### src/rtl/rgb_to_gray_pipe_if.sv
// Streaming bundle for rgb_to_gray_pipe: pixel input side, grey output side,
// frame configuration and frame statistics.
interface rgb_to_gray_pipe_if #(
    parameter int unsigned DATA_WIDTH = 8,
    parameter int unsigned COEF_WIDTH = 8,
    parameter int unsigned CNT_WIDTH  = 20
);
    logic [DATA_WIDTH-1:0] r_data_in;
    logic [DATA_WIDTH-1:0] g_data_in;
    logic [DATA_WIDTH-1:0] b_data_in;
    logic                  sop_in;
    logic                  eop_in;
    logic                  valid_in;
    logic                  ready_out;
    logic [1:0]            mode;
    logic [COEF_WIDTH-1:0] coef_r;
    logic [COEF_WIDTH-1:0] coef_g;
    logic [COEF_WIDTH-1:0] coef_b;
    logic [DATA_WIDTH-1:0] data_out;
    logic                  sop_out;
    logic                  eop_out;
    logic                  valid_out;
    logic                  ready_in;
    logic [CNT_WIDTH-1:0]  frame_pixels;
    logic                  frame_done;

    // Converter side
    modport slave (
        input  r_data_in, g_data_in, b_data_in, sop_in, eop_in, valid_in,
        input  mode, coef_r, coef_g, coef_b, ready_in,
        output ready_out, data_out, sop_out, eop_out, valid_out,
        output frame_pixels, frame_done
    );

    // Pixel source / grey sink side
    modport master (
        output r_data_in, g_data_in, b_data_in, sop_in, eop_in, valid_in,
        output mode, coef_r, coef_g, coef_b, ready_in,
        input  ready_out, data_out, sop_out, eop_out, valid_out,
        input  frame_pixels, frame_done
    );
endinterface

### src/rtl/rgb_to_gray_pipe.sv
// Three-stage RGB to grey converter with valid/ready back-pressure,
// frame-coherent mode/weight selection and per-frame pixel counting.
module rgb_to_gray_pipe #(
    parameter int unsigned DATA_WIDTH = 8,
    parameter int unsigned COEF_WIDTH = 8,
    parameter int unsigned CNT_WIDTH  = 20
) (
    input  logic               clk,
    input  logic               reset,
    rgb_to_gray_pipe_if.slave  bus
);
    localparam int unsigned SUM_W = DATA_WIDTH + COEF_WIDTH + 2;

    localparam logic [1:0] MODE_APPROX = 2'd0;
    localparam logic [1:0] MODE_WEIGHT = 2'd1;
    localparam logic [1:0] MODE_MAX    = 2'd2;

    localparam logic [SUM_W-1:0] COEF_HALF = SUM_W'(1) << (COEF_WIDTH - 1);
    localparam logic [SUM_W-1:0] DATA_MAX  = SUM_W'({DATA_WIDTH{1'b1}});

    // Active frame configuration
    logic [1:0]            act_mode;
    logic [COEF_WIDTH-1:0] act_cr, act_cg, act_cb;

    // Stage registers
    logic                  s1_valid, s1_sop, s1_eop;
    logic [DATA_WIDTH-1:0] s1_r, s1_g, s1_b;
    logic [1:0]            s1_mode;
    logic [COEF_WIDTH-1:0] s1_cr, s1_cg, s1_cb;
    logic                  s2_valid, s2_sop, s2_eop;
    logic [1:0]            s2_mode;
    logic [SUM_W-1:0]      s2_sum;
    logic                  s3_valid, s3_sop, s3_eop;
    logic [DATA_WIDTH-1:0] s3_data;

    // Frame statistics
    logic [CNT_WIDTH-1:0]  cnt, cnt_nxt_c, fp_q;
    logic                  done_q;

    logic s1_load_c, s2_load_c, s3_load_c, in_xfer_c;
    logic [DATA_WIDTH-1:0] max_rg_c, max_c, res_c;
    logic [SUM_W-1:0]      sum_c, rnd_c;

    // A stage loads when empty or when its contents move downstream
    assign s3_load_c = !s3_valid || bus.ready_in;
    assign s2_load_c = !s2_valid || s3_load_c;
    assign s1_load_c = !s1_valid || s2_load_c;
    assign in_xfer_c = bus.valid_in && s1_load_c;

    assign bus.ready_out    = s1_load_c;
    assign bus.valid_out    = s3_valid;
    assign bus.data_out     = s3_data;
    assign bus.sop_out      = s3_sop;
    assign bus.eop_out      = s3_eop;
    assign bus.frame_pixels = fp_q;
    assign bus.frame_done   = done_q;

    // Latch mode and weights on the sop beat of each frame
    always_ff @(posedge clk) begin
        if (reset) begin
            act_mode <= '0;
            act_cr   <= '0;
            act_cg   <= '0;
            act_cb   <= '0;
        end else if (in_xfer_c && bus.sop_in) begin
            act_mode <= bus.mode;
            act_cr   <= bus.coef_r;
            act_cg   <= bus.coef_g;
            act_cb   <= bus.coef_b;
        end
    end

    // S1: capture pixel with the configuration that applies to it
    always_ff @(posedge clk) begin
        if (reset) begin
            s1_valid <= 1'b0;
            s1_sop   <= 1'b0;
            s1_eop   <= 1'b0;
            s1_r     <= '0;
            s1_g     <= '0;
            s1_b     <= '0;
            s1_mode  <= '0;
            s1_cr    <= '0;
            s1_cg    <= '0;
            s1_cb    <= '0;
        end else if (s1_load_c) begin
            s1_valid <= bus.valid_in;
            if (bus.valid_in) begin
                s1_sop  <= bus.sop_in;
                s1_eop  <= bus.eop_in;
                s1_r    <= bus.r_data_in;
                s1_g    <= bus.g_data_in;
                s1_b    <= bus.b_data_in;
                s1_mode <= bus.sop_in ? bus.mode   : act_mode;
                s1_cr   <= bus.sop_in ? bus.coef_r : act_cr;
                s1_cg   <= bus.sop_in ? bus.coef_g : act_cg;
                s1_cb   <= bus.sop_in ? bus.coef_b : act_cb;
            end
        end
    end

    // Mode-dependent full-width sum (or selected channel) for S2
    always_comb begin
        max_rg_c = (s1_r > s1_g) ? s1_r : s1_g;
        max_c    = (max_rg_c > s1_b) ? max_rg_c : s1_b;
        sum_c    = '0;
        case (s1_mode)
            MODE_APPROX: sum_c = SUM_W'(s1_r) + (SUM_W'(s1_g) << 1) + SUM_W'(s1_b);
            MODE_WEIGHT: sum_c = SUM_W'(s1_r) * SUM_W'(s1_cr)
                               + SUM_W'(s1_g) * SUM_W'(s1_cg)
                               + SUM_W'(s1_b) * SUM_W'(s1_cb);
            MODE_MAX:    sum_c = SUM_W'(max_c);
            default:     sum_c = SUM_W'(s1_g);
        endcase
    end

    // S2: multiply/sum register
    always_ff @(posedge clk) begin
        if (reset) begin
            s2_valid <= 1'b0;
            s2_sop   <= 1'b0;
            s2_eop   <= 1'b0;
            s2_mode  <= '0;
            s2_sum   <= '0;
        end else if (s2_load_c) begin
            s2_valid <= s1_valid;
            if (s1_valid) begin
                s2_sop  <= s1_sop;
                s2_eop  <= s1_eop;
                s2_mode <= s1_mode;
                s2_sum  <= sum_c;
            end
        end
    end

    // Round and saturate the sum back to a grey sample
    always_comb begin
        rnd_c = '0;
        res_c = '0;
        case (s2_mode)
            MODE_APPROX: begin
                rnd_c = s2_sum + SUM_W'(2);
                res_c = DATA_WIDTH'(rnd_c >> 2);
            end
            MODE_WEIGHT: begin
                rnd_c = (s2_sum + COEF_HALF) >> COEF_WIDTH;
                res_c = (rnd_c > DATA_MAX) ? '1 : DATA_WIDTH'(rnd_c);
            end
            default: res_c = DATA_WIDTH'(s2_sum);
        endcase
    end

    // S3: output register, held while downstream stalls
    always_ff @(posedge clk) begin
        if (reset) begin
            s3_valid <= 1'b0;
            s3_sop   <= 1'b0;
            s3_eop   <= 1'b0;
            s3_data  <= '0;
        end else if (s3_load_c) begin
            s3_valid <= s2_valid;
            if (s2_valid) begin
                s3_sop  <= s2_sop;
                s3_eop  <= s2_eop;
                s3_data <= res_c;
            end
        end
    end

    // Count including the current beat; sop restarts, saturates at all-ones
    always_comb begin
        if (bus.sop_in) begin
            cnt_nxt_c = CNT_WIDTH'(1);
        end else if (&cnt) begin
            cnt_nxt_c = cnt;
        end else begin
            cnt_nxt_c = cnt + CNT_WIDTH'(1);
        end
    end

    // Per-frame pixel counter and completed-frame report
    always_ff @(posedge clk) begin
        if (reset) begin
            cnt    <= '0;
            fp_q   <= '0;
            done_q <= 1'b0;
        end else begin
            done_q <= 1'b0;
            if (in_xfer_c) begin
                cnt <= cnt_nxt_c;
                if (bus.eop_in) begin
                    fp_q   <= cnt_nxt_c;
                    done_q <= 1'b1;
                end
            end
        end
    end
endmodule

### src/flat_wrapper.sv
// flat-port wrapper written by rule: the top's interface ports become plain ports
module rgb_to_gray_pipe_flat 
#(
    parameter int unsigned DATA_WIDTH = 8,
    parameter int unsigned COEF_WIDTH = 8,
    parameter int unsigned CNT_WIDTH  = 20
)
  (clk, reset, bus_r_data_in, bus_g_data_in, bus_b_data_in, bus_sop_in, bus_eop_in, bus_valid_in, bus_mode, bus_coef_r, bus_coef_g, bus_coef_b, bus_ready_in, bus_ready_out, bus_data_out, bus_sop_out, bus_eop_out, bus_valid_out, bus_frame_pixels, bus_frame_done);
  rgb_to_gray_pipe_if #(.DATA_WIDTH(DATA_WIDTH), .COEF_WIDTH(COEF_WIDTH), .CNT_WIDTH(CNT_WIDTH)) bus_i ();
  input  logic clk;
  input  logic reset;
  input wire logic [$bits(bus_i.r_data_in)-1:0] bus_r_data_in;
  input wire logic [$bits(bus_i.g_data_in)-1:0] bus_g_data_in;
  input wire logic [$bits(bus_i.b_data_in)-1:0] bus_b_data_in;
  input wire logic [$bits(bus_i.sop_in)-1:0] bus_sop_in;
  input wire logic [$bits(bus_i.eop_in)-1:0] bus_eop_in;
  input wire logic [$bits(bus_i.valid_in)-1:0] bus_valid_in;
  input wire logic [$bits(bus_i.mode)-1:0] bus_mode;
  input wire logic [$bits(bus_i.coef_r)-1:0] bus_coef_r;
  input wire logic [$bits(bus_i.coef_g)-1:0] bus_coef_g;
  input wire logic [$bits(bus_i.coef_b)-1:0] bus_coef_b;
  input wire logic [$bits(bus_i.ready_in)-1:0] bus_ready_in;
  output wire logic [$bits(bus_i.ready_out)-1:0] bus_ready_out;
  output wire logic [$bits(bus_i.data_out)-1:0] bus_data_out;
  output wire logic [$bits(bus_i.sop_out)-1:0] bus_sop_out;
  output wire logic [$bits(bus_i.eop_out)-1:0] bus_eop_out;
  output wire logic [$bits(bus_i.valid_out)-1:0] bus_valid_out;
  output wire logic [$bits(bus_i.frame_pixels)-1:0] bus_frame_pixels;
  output wire logic [$bits(bus_i.frame_done)-1:0] bus_frame_done;
  assign bus_i.r_data_in = bus_r_data_in;
  assign bus_i.g_data_in = bus_g_data_in;
  assign bus_i.b_data_in = bus_b_data_in;
  assign bus_i.sop_in = bus_sop_in;
  assign bus_i.eop_in = bus_eop_in;
  assign bus_i.valid_in = bus_valid_in;
  assign bus_i.mode = bus_mode;
  assign bus_i.coef_r = bus_coef_r;
  assign bus_i.coef_g = bus_coef_g;
  assign bus_i.coef_b = bus_coef_b;
  assign bus_i.ready_in = bus_ready_in;
  assign bus_ready_out = bus_i.ready_out;
  assign bus_data_out = bus_i.data_out;
  assign bus_sop_out = bus_i.sop_out;
  assign bus_eop_out = bus_i.eop_out;
  assign bus_valid_out = bus_i.valid_out;
  assign bus_frame_pixels = bus_i.frame_pixels;
  assign bus_frame_done = bus_i.frame_done;
  rgb_to_gray_pipe #(.DATA_WIDTH(DATA_WIDTH), .COEF_WIDTH(COEF_WIDTH), .CNT_WIDTH(CNT_WIDTH)) u_core (.clk(clk), .reset(reset), .bus(bus_i));
endmodule
### config.mk
export PLATFORM = sky130hd
export DESIGN_NAME = rgb_to_gray_pipe_flat
export DESIGN_NICKNAME = d
export VERILOG_FILES = /design/src/rtl/rgb_to_gray_pipe_if.sv /design/src/rtl/rgb_to_gray_pipe.sv /design/src/flat_wrapper.sv
export SDC_FILE = /design/constraint.sdc
export NUM_CORES = 1
export LEC_CHECK = 0
export BUFFER_PORTS_ARGS = -buffer_cell sky130_fd_sc_hd__buf_2
export CAP_MARGIN = 15
export CORE_MARGIN = 3
export CORE_UTILIZATION = 30
export CTS_CLUSTER_SIZE = 25
export DETAILED_ROUTE_END_ITERATION = 12
export GPL_TIMING_DRIVEN = 0
export PLACE_DENSITY = 0.56
export SETUP_SLACK_MARGIN = 0.5
export SYNTH_ARGS = -nofsm -noshare
export SYNTH_HDL_FRONTEND = slang
export SYNTH_SLANG_ARGS = --single-unit
### constraint.sdc
create_clock -name clk -period 18.3 [get_ports clk]
set_input_delay 0.915 -clock clk [delete_from_list [all_inputs] [get_ports clk]]
set_output_delay 0.915 -clock clk [all_outputs]
set_load 0.05 [all_outputs]
== Word level (Yosys, flattened, before mapping) ==
Index checks and enable logic that the tools add are counted.

* Register bits: 154
* Input bits: 56
* Output and inout bits: 33

* $add $sub $neg: 7
* Multipliers: 3
* $lt $le $gt $ge: 3
* Eq/ne operators: 3
* Mux-type cells: 12
* Bitwise logic cells: 1
* Reductions and logical operators: 16

{| class="wikitable"
|+ Operator list
! kind !! count
|-
| 18-bit case mux with 3 select lines || 1
|-
| 8-bit by 8-bit multiplier with 16-bit output || 3
|-
| 8-bit two-way mux || 6
|-
| 20-bit two-way mux || 2
|-
| 20-bit by 1-bit adder with 20-bit output, second input constant || 1
|-
| 20-bit AND reduction || 1
|-
| 18-bit by 16-bit adder with 18-bit output || 1
|-
| 18-bit by 8-bit adder with 18-bit output || 1
|-
| 18-bit by 8-bit adder with 18-bit output, second input constant || 1
|-
| 16-bit by 16-bit adder with 17-bit output || 1
|-
| 8-bit greater-than comparator || 2
|-
| 8-bit case mux with 2 select lines || 1
|-
| 10-bit by 2-bit adder with 10-bit output, second input constant || 1
|-
| 8-bit by 9-bit adder with 10-bit output || 1
|-
| 10-bit by 8-bit greater-than comparator with 1-bit output, second input constant || 1
|-
| 2-bit AND reduction || 4
|-
| 2-bit by 1-bit equality test with 1-bit output, second input constant || 2
|-
| 2-bit zero test || 2
|-
| 1-bit zero test || 3
|-
| 1-bit logical OR || 3
|-
| 2-bit equality test, second input constant || 1
|-
| 1-bit logical AND || 2
|-
| 2-bit two-way mux || 1
|-
| 2-bit OR reduction || 1
|-
| other kinds (2) || 2
|}

== Depth between registers and ports, before layout ==
Gate-level depths: netlist of run 1.

* Depth in word-level cells: 7
* Depth in mapped cells: 32
* Gate-level depth less buffers: 31

== Worst setup path before layout of run 1 ==
OpenSTA, ideal clock, no wires.

* Path kind: register to register
* Start: register u_core.s1_r[2]
* End: register u_core.s2_sum[16]
* Arrival time: 8206 ps
* Path slack: 9976 ps
* Stages on the path, launching flop included: 31
* Buffers on the path: 1
* Period minus slack after synthesis: 8324 ps
* Cell sequence: dfxtp_1 > clkbuf_1 > nand2_1 > fa_1 > fa_1 > fa_1 > inv_1 > fa_1 > fa_1 > inv_1 > fa_1 > inv_1 > ha_1 > o21a_1 > o31a_1 > o21a_1 > nor2_1 > xnor2_1 > ha_1 > inv_1 > fa_1 > fa_1 > fa_1 > inv_1 > ha_1 > nand3_1 > a21oi_1 > a211oi_1 > a21oi_1 > or4_1 > a32o_1

* Longest elaborated chain between the ends: 4

{| class="wikitable"
|+ RTL lines
! item !! RTL line !! source
|-
| from (decl) || rgb_to_gray_pipe.sv:27 || <nowiki>logic [DATA_WIDTH-1:0] s1_r, s1_g, s1_b;</nowiki>
|-
| from (signal assigned) || rgb_to_gray_pipe.sv:91 || <nowiki>s1_r <= bus.r_data_in;</nowiki>
|-
| 8-bit by 8-bit multiplier with 16-bit output || rgb_to_gray_pipe.sv:109 || <nowiki>MODE_WEIGHT: sum_c = SUM_W'(s1_r) * SUM_W'(s1_cr)</nowiki>
|-
| 16-bit by 16-bit adder with 17-bit output || rgb_to_gray_pipe.sv:110 || <nowiki>+ SUM_W'(s1_g) * SUM_W'(s1_cg)</nowiki>
|-
| 18-bit by 16-bit adder with 18-bit output || rgb_to_gray_pipe.sv:111 || <nowiki>+ SUM_W'(s1_b) * SUM_W'(s1_cb);</nowiki>
|-
| 18-bit case mux with 3 select lines (*) || rgb_to_gray_pipe.sv:107 || <nowiki>case (s1_mode)</nowiki>
|-
| to (signal assigned) || rgb_to_gray_pipe.sv:131 || <nowiki>s2_sum <= sum_c;</nowiki>
|-
| to (decl) || rgb_to_gray_pipe.sv:32 || <nowiki>logic [SUM_W-1:0] s2_sum;</nowiki>
|}

Mark *: on every way between the ends. The rest lies on a longest branch, timed or not.
A chain may end at the register's enable or synchronous reset.

== Final worst setup path of run 1 ==
* Start: register u_core.s1_r[0]
* End: register u_core.s2_sum[16]

The elaborated chain is that of the path after synthesis.

==> metrics.md, run 1 <==
| Metric | Value |
|---|---|
| Status | finished, final reports clean |
| Proportion of layout cells with a drive suffix above 1 | 0.0688 |
| Initial antenna violation count | 0 |
| Mapped Area | approximately 0.015 mm2 |
| RR Startpoint | u_core.s1_r[0] |
| Hold Worst Slack | 0.450 ns |
| Setup_tns | 0 ns |
| Via count | between 10,000 and 15,000 |
| Routed Antenna Nets | 0 |
| Hold WC Path Type | reg -> reg |
| Max stage delay cell, worst path | fa_1 |
| Hold path endpoint | u_core.bus.frame_pixels[5] |
| GRT Total Usage | 0.167 |
| CTS tree | built |
| Drt first pass iters | 5 |
| CTS hold repair buffers | 0 |
| Slew margin rel. | 0.394 |
| Routed WL | approximately 44 mm |
| Hpwl dp | 35.9 mm |
| # setup viols final | 0 |
| Yosys reg bits | 154 |
| Crit-path max FO | 10 |
| Pins Over Slew Limit | 0 |
| H-tree Lvls | 4 |
| FFs w/ async S/R, synth | 0 |
| Reg2reg setup slack | 8.91 ns |
| Rows | 81 |
| EDFF count, synth | 0 |
| Max Root-Sink Buffers | 2 |
| Max Clock Skew | roughly 0.014 ns |
| DP Area | 0.0163 mm2 |
| Crit path DAT | about 9.7 ns |
| Reg-to-reg endpoint | u_core.s2_sum[16] |
| # diodes | 0 |
| Vias in the first global route | 13,042 |
| CORE AREA | around 0.05 mm2 |
| Mean Syn Cell Area | just over 8 um2 |
| Die X-Extent | between 200 and 250 um |
| # IOs | between 80 and 90 |
| Worst slack, placed | roughly 8.9 ns |
| Global route overflow | 0 |
| CTS-repair resized insts | 0 |
| Crit path required time | 18.63 ns |
| Final instance area | 0.0169 mm2 |
| Post-route DRC violation count | 0 |
| Crit path launch type | register |
| MaxCap Viol Count | 0 |
| Syn. warnings | 0 |
| Fill count | 5,286 |
| Power Density | between 60 and 70 mW/mm2 |
| Min Clock Period, post-route | between 9 and 10 ns |
| Final Hold Fails | 0 |
| Area grow syn2layout | 12.2% |
| Port buffer count | between 80 and 90 |
| Seq/Total Area, Yosys | 0.204 |
| Post-CTS Setup Bufs | 0 |
| Max Clock Freq | 106 MHz |
| First-pass GRT wire length | 70.4 mm |
| Reg2reg path depth | 30 |
| Critical path class | reg -> reg |
| Chip Height | roughly 230 um |
| Static Leak | roughly 0.0077 uW |
| Crit-path max cell delay | between 0.5 and 0.6 ns |
| Sink Count | about 150 |
| CTS Buf Count | 17 |
| Max VDD drop | 0.0757 mV |
| Net Count, Synth | roughly 2,200 |
| Hold Path Stages | 2 |
| Final worst slack | slightly below 9 ns |
| Root buffer cell | clkbuf_16 |
| CP endpoint kind | register |
| # nets final | around 2,300 |
| Worst-Margin Slew | 0.902 ns |
| Total Power | 1050 uW |
| RSZ-0062 raised after global routing | no |
| Post-DR wirelength/cell | 16.8 um |
| Final period util | 0.513 |
| Via density | roughly 5.0 |
| Library cells used by synthesis | 64 |
| Starting Density | 0.306 |
| Die area | around 0.053 mm2 |
| Hold_sp | u_core.bus.frame_pixels[5] |
| Post-Synthesis Cells | roughly 1,800 |
| Clk_lat worst skew | 0.45 ns |
| CTS clk-pin slew, worst paths | approximately 0.070 ns |
| Largest net degree at the start of global routing | 17 |
| Top cell by count, worst path | fa_1 |
| DRT iter0 DRCs | roughly 800 |
| Synth Flop Type | dfxtp_1 |
| GPL Wtd Cong | just over 0.9 |
==> placed cells by master (no fill, tap or decap), types with 8 or more instances in the layout <==
master,n
a211oi_1,41
a21o_1,16
a21oi_1,130
a31oi_1,17
and2_1,117
and3_1,12
buf_2,91
clkbuf_1,93
clkbuf_16,17
dfxtp_1,154
fa_1,149
ha_1,139
inv_1,243
mux2i_1,33
nand2_1,256
nand2b_1,8
nand3_1,25
nand4_1,13
nor2_1,71
nor2b_1,10
nor3_1,26
o211ai_1,18
o21a_1,12
o21ai_0,75
o31ai_1,8
or3_1,14
xnor2_1,31
xor2_1,27
==> cell type report <==
cell class,instances,area [um2],share of cell area
multi-input combinational,1333,10700,0.633
sequential,154,3080,0.182
inverter,244,916,0.0542
tap,664,831,0.0491
timing repair buffer,87,435,0.0257
clock buffer,18,429,0.0254
buffer,98,377,0.0223
clock inverter,14,138,0.00814
==> cell families after synthesis <==
group / synth area share
compound gates: 0.156
mux: 0.0234
flops: 0.204
buf+inv: 0.0857
xor+xnor: 0.0337
simple gates: 0.183
fa+ha+maj: 0.313
==> Yosys cell counts, types with 4 or more instances <==
cell type,number,area share
nor2b_1,10,0.0041
and3_1,12,0.0050
a31oi_1,17,0.0071
fa_1,149,0.20
o21a_1,12,0.0060
a211oi_1,41,0.020
a22oi_1,4,0.0020
and4_1,7,0.0041
nor4_1,5,0.0021
nand4_1,13,0.0054
ha_1,139,0.12
xor2_1,27,0.016
o21bai_1,4,0.0020
o211ai_1,18,0.0090
inv_1,243,0.060
a32o_1,5,0.0033
or4_1,7,0.0035
or3_1,14,0.0058
o31ai_1,8,0.0040
dfxtp_1,154,0.20
nand2_1,256,0.064
mux2i_1,33,0.022
xnor2_1,31,0.018
nand3_1,25,0.0083
o21ai_0,75,0.025
a21o_1,16,0.0080
a21oi_1,130,0.043
a22o_1,7,0.0041
nand2b_1,8,0.0033
nor3_1,26,0.0086
nor2_1,71,0.018
clkbuf_1,92,0.023
and2_1,117,0.049
buf_2,4,0.0013
o311a_1,4,0.0027
==> registers in the layout, indices dropped and copies added (netlist names), 2 cells and up <==
signal	count
u_core.bus.frame_pixels	20
u_core.cnt	20
u_core.s2_sum	18
u_core.act_cb	8
u_core.act_cg	8
u_core.act_cr	8
u_core.bus.data_out	8
u_core.s1_b	8
u_core.s1_cb	8
u_core.s1_cg	8
u_core.s1_cr	8
u_core.s1_g	8
u_core.s1_r	8
u_core.act_mode	2
u_core.s1_mode	2
u_core.s2_mode	2
==> worst max path at each step <==
stage,startpoint,endpoint,slack (ns),cells past startpoint
global route,u_core.s1_r[0],u_core.s2_sum[16],8.46,30
floorplan,u_core.s1_r[2],u_core.s2_sum[16],9.98,30
finish,u_core.s1_r[0],u_core.s2_sum[16],8.91,30
global placement,u_core.s1_r[0],u_core.s2_sum[16],9.01,30
CTS,u_core.s1_r[0],u_core.s2_sum[16],8.89,30
detailed placement,u_core.s1_r[0],u_core.s2_sum[16],8.94,30
==> per-stage QoR <==
step | utilization | std cells
2_1_floorplan | - | 1829
3_3_place_gp | 0.332 | 2580
3_5_place_dp | 0.332 | 2580
4_1_cts | 0.343 | 2612
5_1_grt | 0.343 | 2612
6_report | 0.343 | 2612
==> metal layers <==
metal | GRT usage | share of wire | wire length, um
met3 | 0.0227 | 0.061 | 2670
met4 | 0.0538 | 0.026 | 1130
met5 | 0 | 0 | 0
met2 | 0.282 | 0.47 | 20800
met1 | 0.222 | 0.44 | 19300
==> critical path: cells and delay by family (launching register included) <==
family / cells / cell delay, ns
compound gates: 8 / 1.56
xor+xnor: 1 / 0.14
fa+ha+maj: 12 / 5.58
buf+inv: 6 / 0.79
flops: 1 / 0.37
simple gates: 3 / 0.78
==> power by group <==
| part | internal, uW | switching, uW |
|---|---|---|
| combinational | 124 | 213 |
| clock | 190 | 155 |
| sequential | 349 | 16.5 |
Note: power is estimated with default switching activity, not from simulation.
==> run 2: changes to the inputs <==
==> constraint.sdc (replaced) <==
create_clock -name clk -period 9.34 [get_ports clk]
set_input_delay 0.467 -clock clk [delete_from_list [all_inputs] [get_ports clk]]
set_output_delay 0.467 -clock clk [all_outputs]
set_load 0.05 [all_outputs]
==> run 2 against run 1 <==
  * Clock power rose by 96%
  * Flip-flop and latch count did not move
  * Clock skew barely moved
  * Register-to-register slack got worse by 8.1 ns
  * Final area rose by 1.6%
  * Final cell count rose by 0.27%
  * Power rose by 100%
  * Critical endpoint unchanged
  * Largest power group unchanged
==> metrics.md, run 2 (synthesis gave the netlist of run 1 again) <==
| Metric | Value |
|---|---|
| CTS clk-pin slew, worst paths | ~0.06 ns |
| Power Density | ~120 mW/mm2 |
| Final Core Density | 0.349 |
| Reg2reg path depth | 30 |
| Hold Worst Slack | approximately 0.27 ns |
| Clk_lat worst skew | around 0.45 ns |
| # diodes | 0 |
| Die area | 0.0530 mm2 |
| Port buffer count | between 80 and 90 |
| Min Clock Period, post-route | around 8.5 ns |
| DP Area | 0.0163 mm2 |
| Drt first pass iters | 6 |
| Proportion of layout cells with a drive suffix above 1 | 0.0967 |
| # setup viols final | 0 |
| MaxCap Viol Count | 0 |
| Max Root-Sink Buffers | 2 |
| Pins Over Slew Limit | 0 |
| Crit-path max cell delay | roughly 0.54 ns |
| Die X-Extent | between 200 and 250 um |
| First-pass GRT wire length | about 71 mm |
| DRT iter0 DRCs | approximately 850 |
| CORE AREA | between 0.04 and 0.05 mm2 |
| Vias in the first global route | approximately 13,000 |
| CP endpoint kind | register |
| Root buffer cell | clkbuf_16 |
| Sink Count | 154 |
| Status | finished, final reports clean |
| Largest net degree at the start of global routing | 17 |
| CTS Buf Count | 17 |
| RSZ-0062 raised after global routing | no |
| CP top delay family | adder cells |
| Hold WC Path Type | in -> reg |
| Slew margin rel. | 0.392 |
| Area grow syn2layout | 14.0% |
| Setup_tns | 0 ns |
| Rows | 81 |
| Via density | 4.98 |
| Max Clock Freq | 118 MHz |
| Via count | 13,032 |
| Commonest cells after routing, fill and taps aside | 256 x nand2_1, 243 x inv_1, 149 x fa_1 |
| Routed WL | approximately 44 mm |
| Top cell by count, worst path | fa_1 |
| Final period util | 0.911 |
| Critical path class | reg -> reg |
| Static Leak | approximately 0.0078 uW |
| Commonest non-fill, non-tap cell in the layout | nand2_1 |
| Crit path required time | 9.67 ns |
| Chip Height | 230 um |
| Initial antenna violation count | 0 |
| Worst path bufs/invs | 8 |
| Placed cell count | 2,580 |
| # IOs | 89 |
| GRT Total Usage | 0.168 |
| Crit path DAT | 8.84 ns |
| Final instance area | between 0.015 and 0.02 mm2 |
| Global route overflow | 0 |
| Post-route DRC violation count | 0 |
| Final Hold Fails | 0 |
| Worst-Margin Slew | 0.906 ns |
| # nets final | about 2,300 |
| Max Clock Skew | 0.0138 ns |
| H-tree Lvls | 4 |
| CTS tree | built |
| Starting Density | 0.306 |
| Max VDD drop | 0.148 mV |
| Crit path launch type | register |
| GPL Wtd Cong | 0.929 |
| Fill count | 5,254 |
| CTS hold repair buffers | 0 |
| Post-DR wirelength/cell | roughly 17 um |
| Hold Path Stages | 3 |
| Routed Antenna Nets | 0 |
| Crit-path max FO | 10 |
| Hpwl dp | 35.9 mm |
| Cell count along the critical path | 30 |
| Max stage delay cell, worst path | fa_1 |
| Final cell count without fillers | roughly 2,600 |
## run 2: changes by cell type in the layout (fill, tap and decap cells not counted), moves of 5 or more
cell | before | now
buf_2 | 91 | 98
buf_4 | 1 | 9
clkbuf_1 | 93 | 71
clkbuf_4 | 0 | 6
dfxtp_1 | 154 | 142
dfxtp_2 | 0 | 11
ha_1 | 139 | 132
ha_4 | 0 | 5
## run 2: final timing paths
path | endpoint | start | slack, ns
setup / recovery | u_core.s2_sum[16] | u_core.s1_g[3] | 0.83
hold / removal | u_core.act_cb[7] | bus_coef_b[7] | 0.27
setup reg to reg | u_core.s2_sum[16] | u_core.s1_g[3] | 0.83
hold reg to reg | u_core.bus.frame_pixels[5] | u_core.bus.frame_pixels[5] | 0.45
## run 2: cell type report
type	instances	area, um2	area share
buffer	98	478	0.0278
timing repair buffer	94	488	0.0284
inverter	244	916	0.0533
clock inverter	14	138	0.00801
sequential	154	3100	0.180
multi-input combinational	1333	10800	0.629
tap	664	831	0.0483
clock buffer	18	429	0.0250
## run 2: timing repair
action,4_1_cts,5_1_grt
setup buffers,0,7
gates resized for setup,38,55
endpoints found under the setup margin,10,9
pin swaps,1,9
## run 2: per-stage QoR
stage | total power [uW] | setup slack, ns
5_1_grt | 2230 | 0.489
2_1_floorplan | 1180 | 1.02
3_5_place_dp | 1390 | -0.0203
6_report | 2090 | 0.833
4_1_cts | 2080 | 0.546
3_3_place_gp | 1380 | 0.0465
## run 2: per-layer routing
metal,vias up,share of wire,track usage
li1,6288,-,-
met1,6319,0.44,0.222
met2,360,0.47,0.283
met3,65,0.057,0.0225
met4,0,0.025,0.0548
met5,-,0,0
## run 2: worst min-delay path, stage by stage
cell     delay [ns]
buf_2          0.10
nand2_1        0.05
a21oi_1        0.05
## run 2: report_power, final
group | internal [uW] | switching, uW | leakage (uW) | total [uW]
Combinational | 266 | 432 | 0.00629 | 698
Sequential | 684 | 32.9 | 0.00126 | 717
Clock | 372 | 304 | 0.000266 | 676
